[src/rtl/fifo_stage.sv]
// fifo_stage: single-datum 4-phase handshake pipeline stage (IDLE/ACKIN/HOLD/OFFER/RELEASE).
// Optional transfer counter port xfer_cnt enabled by macro FIFO_STAGE_CNT_EN. Rev 1.0
`default_nettype none
`timescale 1ns/1ps

module fifo_stage #(
  parameter int WIDTH = 8
) (
  input  logic             clk,
  input  logic             reset,
  input  logic [WIDTH-1:0] din,
  input  logic             rr,
  output logic             ar,
  output logic [WIDTH-1:0] dout,
  output logic             rw,
  input  logic             aw
`ifdef FIFO_STAGE_CNT_EN
  ,
  output logic [7:0]       xfer_cnt
`endif
);

  typedef enum logic [2:0] {
    IDLE    = 3'd0,
    ACKIN   = 3'd1,
    HOLD    = 3'd2,
    OFFER   = 3'd3,
    RELEASE = 3'd4
  } state_t;

  state_t state;
  state_t state_nxt;
  logic   capture;

  always_comb begin
    state_nxt = state;
    capture   = 1'b0;
    case (state)
      IDLE: begin
        if (rr) begin
          state_nxt = ACKIN;
          capture   = 1'b1;
        end
      end
      ACKIN:   if (!rr) state_nxt = HOLD;
      HOLD:    if (!aw) state_nxt = OFFER;
      OFFER:   if (aw)  state_nxt = RELEASE;
      RELEASE: if (!aw) state_nxt = IDLE;
      default: state_nxt = IDLE;
    endcase
  end

  // Handshake outputs are decoded from the next state so they are true flops.
  always_ff @(posedge clk or negedge reset) begin
    if (!reset) begin
      state <= IDLE;
      ar    <= 1'b0;
      rw    <= 1'b0;
      dout  <= '0;
    end else begin
      state <= state_nxt;
      ar    <= (state_nxt == ACKIN);
      rw    <= (state_nxt == OFFER);
      if (capture) dout <= din;
    end
  end

`ifdef FIFO_STAGE_CNT_EN
  always_ff @(posedge clk or negedge reset) begin
    if (!reset) begin
      xfer_cnt <= 8'd0;
    end else if (state == OFFER && aw) begin
      xfer_cnt <= xfer_cnt + 8'd1;
    end
  end
`endif

endmodule

`default_nettype wire

[config.mk]
export PLATFORM = sky130hd
export DESIGN_NAME = fifo_stage
export DESIGN_NICKNAME = d
export VERILOG_FILES = /design/src/rtl/fifo_stage.sv
export SDC_FILE = /design/constraint.sdc
export NUM_CORES = 1
export LEC_CHECK = 0
export ABC_CLOCK_PERIOD_IN_PS = 3200
export CAP_MARGIN = 20
export CELL_PAD_IN_SITES_DETAIL_PLACEMENT = 0
export CELL_PAD_IN_SITES_GLOBAL_PLACEMENT = 1
export CORE_UTILIZATION = 33
export DETAILED_ROUTE_END_ITERATION = 8
export PLACE_DENSITY_LB_ADDON = 0.1
export SLEW_MARGIN = 20
export SYNTH_ARGS = -nofsm -noshare
export SYNTH_HDL_FRONTEND = slang
export SYNTH_SLANG_ARGS = --single-unit
export TNS_END_PERCENT = 20
[constraint.sdc]
create_clock -name clk -period 3.2 [get_ports clk]
set_input_delay 0.64 -clock clk [delete_from_list [all_inputs] [get_ports clk]]
set_output_delay 0.64 -clock clk [all_outputs]
set_load 0.1 [all_outputs]
==> reports/summary.json, run 1 <==
{
  "timing": {
    "slew_headroom_pct": 62.1,
    "max_slew.worst_pin.slew_ps": 565,
    "slew_violations": 0,
    "rsz0062_at_grt": "false",
    "timing.setup.tns_ps": 0,
    "fin_worst_skew_ps": 2.96,
    "fmax_mhz": 528,
    "finalCriticalPeriod_ps": 1890,
    "setup_viol": 0,
    "count_of_final_hold_check_violations": 0,
    "timing.final.crit_share_pct": 59.2
  },
  "cells_and_area": {
    "layout-drive-gt1-share_pct": 43.1,
    "nFillCells": 115,
    "area_occupied_by_registers_sq_um": 325,
    "diodes": 0,
    "combined_area_of_the_multi_input_logic_cells_sq_um": 188,
    "synthToLayoutAreaGrowth_pct": 44.9,
    "layout.nets": 71
  },
  "logic_synthesis": {
    "yosysSeqAreaShare_pct": 63.4,
    "synth.yosys.warnings": 0,
    "syn_avg_cell_area_sq_um": 15.5,
    "synthDistinctLibCells": 11,
    "netlist_instances": 33,
    "mappedNetlistArea_sq_um": 513,
    "synth_seq_cells": 13,
    "mappedNetlistNets": 45
  },
  "route": {
    "drt.antenna.violating_nets": 0,
    "routed_via_density": 4.81,
    "routed_wirelength_um": 1020,
    "route.detailed.drc": 0,
    "drt-wirelength-per-cell_um": 13.9,
    "topRoutingLayerUsed": "met3",
    "routedLengthMet1_um": 421,
    "drt_iter0_markers": 13,
    "via_count": 351,
    "dr_wl_met2_um": 515,
    "detailroute.wirelength.met3_um": 81,
    "drtPass1Iterations": 2
  },
  "worst_setup_path": {
    "reg2reg_setup_slack_ps": 1640,
    "worst_path_fanout_max": 8,
    "worstReg2RegStart": "state[1]",
    "worstSetupPathType": "in2reg",
    "critical_path.max_stage_delay_ps": 500,
    "worstSetupStartpointType": "primary input",
    "worstPathCellList": "clkdlybuf4s50_1 > nor4b_4 > mux2_2",
    "slowest_stage": "nor4b_4",
    "critical_path_arrival_ps": 2040,
    "cp-end-kind": "flip-flop",
    "startpoint": "rr",
    "crit_required_ps": 3350
  },
  "clocking": {
    "cts_htree_levels": 1,
    "cts-resized-gates": 0,
    "clock_sink_count": 13,
    "cts-hold-fix-buffers": 0,
    "cts-buffers-inserted": 3,
    "cts_tree": "done",
    "clock_tree.root_cell": "clkbuf_4",
    "cts_setup_buffers": 0,
    "cts_max_path_buffers": 2,
    "clkTransAtPathRegs_ps": 70,
    "insertion_delay_ps": 260
  },
  "die": {
    "die_h_um": 41.4,
    "io-pin-count": 22,
    "die_w_um": 41.4,
    "row_count": 13,
    "start_util_pct": 37.5,
    "fp.dieArea_sq_mm": 0.00172,
    "placeable_core_region_sq_mm": 0.00137
  },
  "job": {
    "timing.max_cap.violations": 0
  },
  "worst_hold_path": {
    "worst_hold_path_type": "reg2reg",
    "hold_start": "dout[0]"
  },
  "global_routing": {
    "grt_usage_pct": 12.7,
    "overflow_after_grt": 0,
    "grt_antenna_before_repair": 0,
    "grt_pass1_vias": 368,
    "grt_max_degree": 14,
    "grt_first_pass_wirelength_um": 1660
  },
  "placement": {
    "place_congestion": 0.728,
    "port_buffers": 21
  },
  "status": {
    "outcome": "complete, no violations"
  }
}
## cell families (layout without fill, tap and decap cells)
kind of cell / Yosys count / after routing / synth area share (%)
multiplexers: 8 / 8 / 17.6
flip-flops: 13 / 13 / 63.4
buffers and inverters: 0 / 25 / 0
AND/OR/NAND/NOR: 8 / 8 / 13.7
AO/OA/AOI/OAI: 4 / 4 / 5.37
## cell usage after synthesis
cell type | instances | area (sq um)
a21oi_1 | 2 | 10.0
a21boi_0 | 1 | 7.51
nor4b_4 | 1 | 23.8
mux2_2 | 8 | 90.1
or3b_2 | 2 | 17.5
or2b_1 | 1 | 7.51
dfrtp_1 | 13 | 325
a21bo_2 | 1 | 10.0
nor2_1 | 2 | 7.51
nand3b_1 | 1 | 7.51
nand2b_1 | 1 | 6.26
## per-layer routing
layer | track usage [%] | vias up
li1 | - | 169
met1 | 14.0 | 168
met2 | 21.6 | 14
met3 | 7.39 | 0
met4 | 1.94 | 0
met5 | 0 | -
## stage by stage
stage	hold WS (ps)	area, sq um	utilization [%]	setup slack (ps)	std cells
global placement	491	717	52.5	1090	69
floorplan	344	513	-	1670	33
global route	540	743	54.4	1210	73
finish	511	743	54.4	1310	73
CTS	518	743	54.4	1310	73
detailed placement	501	717	52.5	1010	69
## layout make-up
type                            instances  area share [%]
Sequential cell                        13            43.8
Multi-Input combinational cell         20            25.3
Timing Repair Buffer                   21            24.9
Clock buffer                            4            3.54
Tap cell                               15            2.53
## registers in the layout (all words and copies together) (netlist names)
name / flops
dout: 8
ar: 1
state: 3
rw: 1
## worst max-delay path, delay by kind of cell
family	cells	cell delay, ps
buffers and inverters	1	490
muxes	1	410
and+or+nand+nor	1	500
## layout by cell type (no fill, tap or decap)
cell / Yosys / layout
a21bo_2: 1 / 1
nor2_1: 2 / 2
nand3b_1: 1 / 1
or3b_2: 2 / 2
a21boi_0: 1 / 1
or2b_1: 1 / 1
clkbuf_4: 0 / 3
nor4b_4: 1 / 1
clkbuf_1: 0 / 1
nand2b_1: 1 / 1
a21oi_1: 2 / 2
buf_4: 0 / 10
clkdlybuf4s50_1: 0 / 11
mux2_2: 8 / 8
dfrtp_1: 13 / 13
## path summary, 6_finish.rpt
| kind | endpoint | cells past startpoint |
|---|---|---|
| worst max-delay path | dout[1] | 3 |
| worst max register to register | dout[1] | 2 |
| worst min-delay path | dout[0] | 1 |
| worst min register to register | dout[0] | 1 |
| min in group asynchronous | dout[5] | 1 |
| max in group asynchronous | state[2] | 1 |
Power of run 1 is left out: the tool's default activity adds up to more than one toggle a clock period on the data nets, which glitch-free logic cannot reach.
==> run 2, diff against run 1 <==
ABC_CLOCK_PERIOD_IN_PS = 1900   (was 3200)
CORE_UTILIZATION = 31   (was 33)
clock period = 1.9 ns   (was 3.2 ns; I/O delays follow)
==> reports/summary.json, run 2 (synthesized netlist as in run 1, its figures left out) <==
{
  "die": {
    "start_util": {"value": 33.7, "unit": "%", "change": "-3.9 points"},
    "die_w": {"value": 42.7, "unit": "um", "change": "+3.0%"},
    "io-pin-count": {"value": 22, "change": "unchanged"},
    "die_h": {"value": 42.7, "unit": "um", "change": "+3.0%"},
    "row_count": {"value": 14, "change": "+1"},
    "fp.dieArea": {"value": 0.00182, "unit": "sq mm", "change": "+6.2%"},
    "placeable_core_region": {"value": 0.00152, "unit": "sq mm", "change": "+12%"}
  },
  "route": {
    "drt-wirelength-per-cell": {"value": 13.5, "unit": "um", "change": "-2.9%"},
    "drtPass1Iterations": {"value": 2, "change": "unchanged"},
    "routed_wirelength": {"value": 1020, "unit": "um", "change": "-0.20%"},
    "drt_iter0_markers": {"value": 3, "change": "-10"},
    "routed_via_density": {"value": 4.73, "change": "-1.6%"},
    "drt.antenna.violating_nets": {"value": 0, "change": "unchanged"},
    "route.detailed.drc": {"value": 0, "change": "unchanged"},
    "via_count": {"value": 355, "change": "+1.1%"}
  },
  "worst_setup_path": {
    "critical_path_arrival": {"value": 1620, "unit": "ps", "change": "-420 ps"},
    "critical-path-top-delay-family": "buffers and inverters",
    "worst_path_fanout_max": {"value": 8, "change": "unchanged"},
    "rr_worst_depth": {"value": 3, "change": "+1"},
    "worstReg2RegStart": "state[1]",
    "worstSetupStartpointType": "primary input",
    "slowest_stage": "clkdlybuf4s50_1",
    "cp_num_buf_inv": {"value": 2, "change": "+1"},
    "crit_required": {"value": 2050, "unit": "ps", "change": "-1300 ps"},
    "reg2reg_to": "dout[4]",
    "cp-end-kind": "flip-flop",
    "critical_path.max_stage_delay": {"value": 490, "unit": "ps", "change": "about the same"},
    "worstPathCellList": "clkdlybuf4s50_1 > nor4b_4 > buf_4 > mux2_2",
    "reg2reg_setup_slack": {"value": 480, "unit": "ps", "change": "-1160 ps"},
    "worstSetupPathType": "in2reg"
  },
  "cells_and_area": {
    "final_cell_mix": "dfrtp_1, clkdlybuf4s50_1, buf_4, mux2_2, clkbuf_4",
    "layout.nets": {"value": 72, "change": "+1.4%"},
    "largest_register_ffs": {"value": 8, "change": "unchanged"},
    "largest_registers": "dout x8, state x3",
    "top_register": "dout",
    "nFillCells": {"value": 137, "change": "+19%"},
    "diodes": {"value": 0, "change": "unchanged"},
    "layout-drive-gt1-share": {"value": 44.1, "unit": "%", "change": "+0.96 points"},
    "most_common_cell_after_layout_fill_and_taps_aside": "dfrtp_1",
    "synthToLayoutAreaGrowth_pct": 46.6,
    "postLayoutCellArea": {"value": 752, "unit": "sq um", "change": "+1.2%"}
  },
  "worst_hold_path": {
    "worst_hold_path_type": "in2async"
  },
  "clocking": {
    "cts-buffers-inserted": {"value": 3, "change": "unchanged"},
    "cts_setup_buffers": {"value": 0, "change": "unchanged"},
    "cts_tree": "done",
    "clock_sink_count": {"value": 13, "change": "unchanged"},
    "cts_htree_levels": {"value": 1, "change": "unchanged"},
    "cts-resized-gates": {"value": 0, "change": "unchanged"},
    "cts-hold-fix-buffers": {"value": 0, "change": "unchanged"},
    "clkTransAtPathRegs": {"value": 80, "unit": "ps", "change": "about the same"},
    "cts_max_path_buffers": {"value": 2, "change": "unchanged"},
    "insertion_delay": {"value": 270, "unit": "ps", "change": "about the same"},
    "clock_tree.root_cell": "clkbuf_4"
  },
  "timing": {
    "slew_headroom": {"value": 62.6, "unit": "%", "change": "+0.42 points"},
    "slew_violations": {"value": 0, "change": "unchanged"},
    "fmax_mhz": 684,
    "timing.final.crit_share_pct": 77.0,
    "count_of_final_hold_check_violations": {"value": 0, "change": "unchanged"},
    "finalCriticalPeriod_ps": 1460,
    "fin_worst_skew": {"value": 8.57, "unit": "ps", "change": "+5.61 ps"},
    "max_slew.worst_pin.slew": {"value": 560, "unit": "ps", "change": "-5.62 ps"},
    "timing.setup.tns": {"value": 0, "unit": "ps", "change": "unchanged"},
    "setup_viol": {"value": 0, "change": "unchanged"},
    "rsz0062_at_grt": "false"
  },
  "global_routing": {
    "grt_max_degree": {"value": 14, "change": "unchanged"},
    "grt_first_pass_wirelength": {"value": 1680, "unit": "um", "change": "+0.84%"},
    "grt_antenna_before_repair": {"value": 0, "change": "unchanged"},
    "grt_pass1_vias": {"value": 385, "change": "+4.6%"},
    "overflow_after_grt": {"value": 0, "change": "unchanged"},
    "grt_usage": {"value": 12.9, "unit": "%", "change": "+0.19 points"}
  },
  "placement": {
    "dpl-instance-area": {"value": 726, "unit": "sq um", "change": "+1.2%"},
    "port_buffers": {"value": 21, "change": "unchanged"},
    "dp_hpwl_um": 768,
    "place_congestion": {"value": 0.730, "change": "+0.22%"}
  },
  "status": {
    "outcome": "complete, no violations"
  },
  "job": {
    "timing.max_cap.violations": {"value": 0, "change": "unchanged"}
  }
}
## run 2: metal layers
metal | track usage (%) | part of all wire [%] | vias up
met5 | 0 | 0 | -
met4 | 9.38 | 0.69 | 0
met3 | 4.68 | 8.6 | 2
met2 | 20.3 | 49 | 14
met1 | 14.2 | 41 | 172
li1 | - | - | 167
## run 2: how the worst max path moves through the flow
| stage | slack, ps | start | end | cells past startpoint |
|---|---|---|---|---|
| after global placement | 180 | rr | dout[1] | 4 |
| after CTS | 440 | rr | dout[4] | 4 |
| after global routing | 390 | rr | dout[0] | 4 |
| after floorplan | 500 | state[1] | dout[0] | 2 |
| after detailed placement | 140 | rr | dout[4] | 4 |
| final | 440 | rr | dout[4] | 4 |
## run 2: layout make-up
class	instances	area (sq um)	share of cell area, %
Clock buffer	4	26.3	3.49
Multi-Input combinational cell	20	188	25.0
Sequential cell	13	325	43.3
Timing Repair Buffer	22	193	25.6
Tap cell	16	20.0	2.66
## run 2: metrics by stage
stage | hold WS [ps] | setup WS [ps] | std cells | util (%)
after global placement | 490 | 181 | 71 | 47.6
after CTS | 477 | 439 | 75 | 49.3
final | 461 | 437 | 75 | 49.3
after global routing | 501 | 391 | 75 | 49.3
after detailed placement | 504 | 143 | 71 | 47.6
after floorplan | 84.4 | 504 | 33 | -
## run 2: worst register-to-register path: cells and delay by family (launching register included)
kind	cells	cell delay (ps)
flops	1	460
mux	1	350
simple gates	1	280
buf+inv	1	210
Power of run 2 is left out for the same reason.
==> run 3, diff against run 2 <==
ABC_CLOCK_PERIOD_IN_PS = 1450   (was 1900)
clock period = 1.45 ns   (was 1.9 ns; I/O delays follow)
==> reports/summary.json, run 3 (synthesized netlist as in run 1, its figures left out) <==
{
  "status": {
    "outcome": "complete, no violations"
  },
  "cells_and_area": {
    "layout-drive-gt1-share": {"value": 47.5, "unit": "%", "change": "+3.5 points"},
    "largest_registers": "dout x8, state x3",
    "layout.nets": {"value": 74, "change": "+2.8%"},
    "non_filler_instance_count_after_layout": {"value": 77, "change": "+2.7%"},
    "final_cell_mix": "dfrtp_1, clkdlybuf4s50_1, buf_12, mux2_2",
    "top_register": "dout",
    "most_common_cell_after_layout_fill_and_taps_aside": "dfrtp_1",
    "synthToLayoutAreaGrowth_pct": 74.1,
    "diodes": {"value": 0, "change": "unchanged"},
    "largest_register_ffs": {"value": 8, "change": "unchanged"}
  },
  "die": {
    "start_util": {"value": 33.7, "unit": "%", "change": "unchanged"},
    "io-pin-count": {"value": 22, "change": "unchanged"},
    "placeable_core_region": {"value": 0.00152, "unit": "sq mm", "change": "unchanged"},
    "die_w": {"value": 42.7, "unit": "um", "change": "unchanged"},
    "row_count": {"value": 14, "change": "unchanged"},
    "fp.dieArea": {"value": 0.00182, "unit": "sq mm", "change": "unchanged"},
    "die_h": {"value": 42.7, "unit": "um", "change": "unchanged"}
  },
  "clocking": {
    "cts-resized-gates": {"value": 0, "change": "unchanged"},
    "insertion_delay": {"value": 260, "unit": "ps", "change": "about the same"},
    "cts-hold-fix-buffers": {"value": 0, "change": "unchanged"},
    "cts_setup_buffers": {"value": 0, "change": "unchanged"},
    "cts_htree_levels": {"value": 1, "change": "unchanged"},
    "cts_max_path_buffers": {"value": 2, "change": "unchanged"},
    "cts-buffers-inserted": {"value": 3, "change": "unchanged"},
    "clock_sink_count": {"value": 13, "change": "unchanged"},
    "clkTransAtPathRegs": {"value": 80, "unit": "ps", "change": "about the same"},
    "cts_tree": "done",
    "clock_tree.root_cell": "clkbuf_4"
  },
  "worst_setup_path": {
    "slowest_stage": "dfrtp_2",
    "worstSetupStartpointType": "flip-flop",
    "critical_path_arrival": {"value": 1540, "unit": "ps", "change": "-80 ps"},
    "crit_required": {"value": 1600, "unit": "ps", "change": "-450 ps"},
    "critical_path.max_stage_delay": {"value": 450, "unit": "ps", "change": "-40 ps"},
    "cp-end-kind": "flip-flop",
    "worstPathCellList": "nor4b_4 > buf_4 > mux2_2",
    "critical-path-top-delay-family": "flip-flops",
    "worstReg2RegStart": "state[1]",
    "worst_path_fanout_max": {"value": 8, "change": "unchanged"},
    "cp_num_buf_inv": {"value": 1, "change": "-1"},
    "startpoint": "state[1]",
    "worstSetupPathType": "reg2reg"
  },
  "timing": {
    "rsz0062_at_grt": "false",
    "max_slew.worst_pin.slew": {"value": 563, "unit": "ps", "change": "+3.47 ps"},
    "count_of_final_hold_check_violations": {"value": 0, "change": "unchanged"},
    "fmax_mhz": 722,
    "slew_headroom": {"value": 62.3, "unit": "%", "change": "-0.23 points"},
    "worst_hold_slack": {"value": 385, "unit": "ps", "change": "-76.0 ps"},
    "timing.final.crit_share_pct": 95.5,
    "slew_violations": {"value": 0, "change": "unchanged"},
    "finalCriticalPeriod_ps": 1380,
    "setup_viol": {"value": 0, "change": "unchanged"},
    "fin_worst_skew": {"value": 0.404, "unit": "ps", "change": "-8.16 ps"}
  },
  "placement": {
    "place_congestion": {"value": 0.739, "change": "+1.2%"},
    "placedCellCount": {"value": 73, "change": "+2.8%"},
    "port_buffers": {"value": 21, "change": "unchanged"},
    "dp_hpwl": {"value": 820, "unit": "um", "change": "+6.8%"}
  },
  "route": {
    "drt.antenna.violating_nets": {"value": 0, "change": "unchanged"},
    "drtPass1Iterations": {"value": 4, "change": "+2"},
    "via_count": {"value": 361, "change": "+1.7%"},
    "drt-wirelength-per-cell": {"value": 13.5, "unit": "um", "change": "-0.30%"},
    "routed_via_density": {"value": 4.69, "change": "-0.95%"},
    "route.detailed.drc": {"value": 0, "change": "unchanged"},
    "drt_iter0_markers": {"value": 5, "change": "+2"},
    "routed_wirelength": {"value": 1040, "unit": "um", "change": "+2.4%"}
  },
  "global_routing": {
    "grt_max_degree": {"value": 14, "change": "unchanged"},
    "overflow_after_grt": {"value": 0, "change": "unchanged"},
    "grt_first_pass_wirelength": {"value": 1860, "unit": "um", "change": "+11%"},
    "grt_pass1_vias": {"value": 412, "change": "+7.0%"},
    "grt_antenna_before_repair": {"value": 0, "change": "unchanged"},
    "grt_usage": {"value": 13.6, "unit": "%", "change": "+0.72 points"}
  },
  "job": {
    "timing.max_cap.violations": {"value": 0, "change": "unchanged"}
  },
  "worst_hold_path": {
    "worst_hold_path_type": "in2async"
  }
}
run 3: cell types whose count changed in the layout (fill, tap and decap cells not counted):
cell     previous run  this run
buf_12              0        10
buf_4              11         3
dfrtp_1            13        12
dfrtp_2             0         1
run 3: worst register-to-register path, stage by stage, from the launching register on:
cell and delay, ps:
dfrtp_2 450, nor4b_4 270, buf_4 210, mux2_2 350
run 3: per-layer routing:
| metal | up-vias | routed length [um] | GRT usage, % |
|---|---|---|---|
| met4 | 0 | 0 | 1.88 |
| li1 | 172 | - | - |
| met3 | 0 | 80 | 5.11 |
| met5 | - | 0 | 0 |
| met1 | 175 | 427 | 15.6 |
| met2 | 14 | 532 | 24.5 |
run 3: layout make-up:
type                       instances  area [sq um]
fill                             113           631
timing repair buffer              24           333
sequential                        13           327
multi-input combinational         20           188
clock buffer                       4          26.3
tap                               16          20.0
run 3: stage by stage:
stage | setup WS [ps] | area, sq um | util, % | setup TNS, ps
3_3_place_gp | -157 | 866 | 56.8 | -1260
6_report | 65.0 | 893 | 58.6 | 0
5_1_grt | 9.23 | 893 | 58.6 | 0
2_1_floorplan | 53.7 | 513 | - | 0
3_5_place_dp | -189 | 866 | 56.8 | -1500
4_1_cts | 43.7 | 892 | 58.5 | 0
run 3: path summary, 6_finish.rpt:
path                            slack, ps  depth (start not counted)       end
max in group asynchronous             660                          1  state[1]
worst max register to register         70                          3   dout[7]
worst min register to register        580                          1   dout[0]
worst max-delay path                   70                          3   dout[7]
min in group clk                      580                          1   dout[0]
worst min-delay path                  390                          1   dout[0]
Power of run 3 is left out for the same reason.
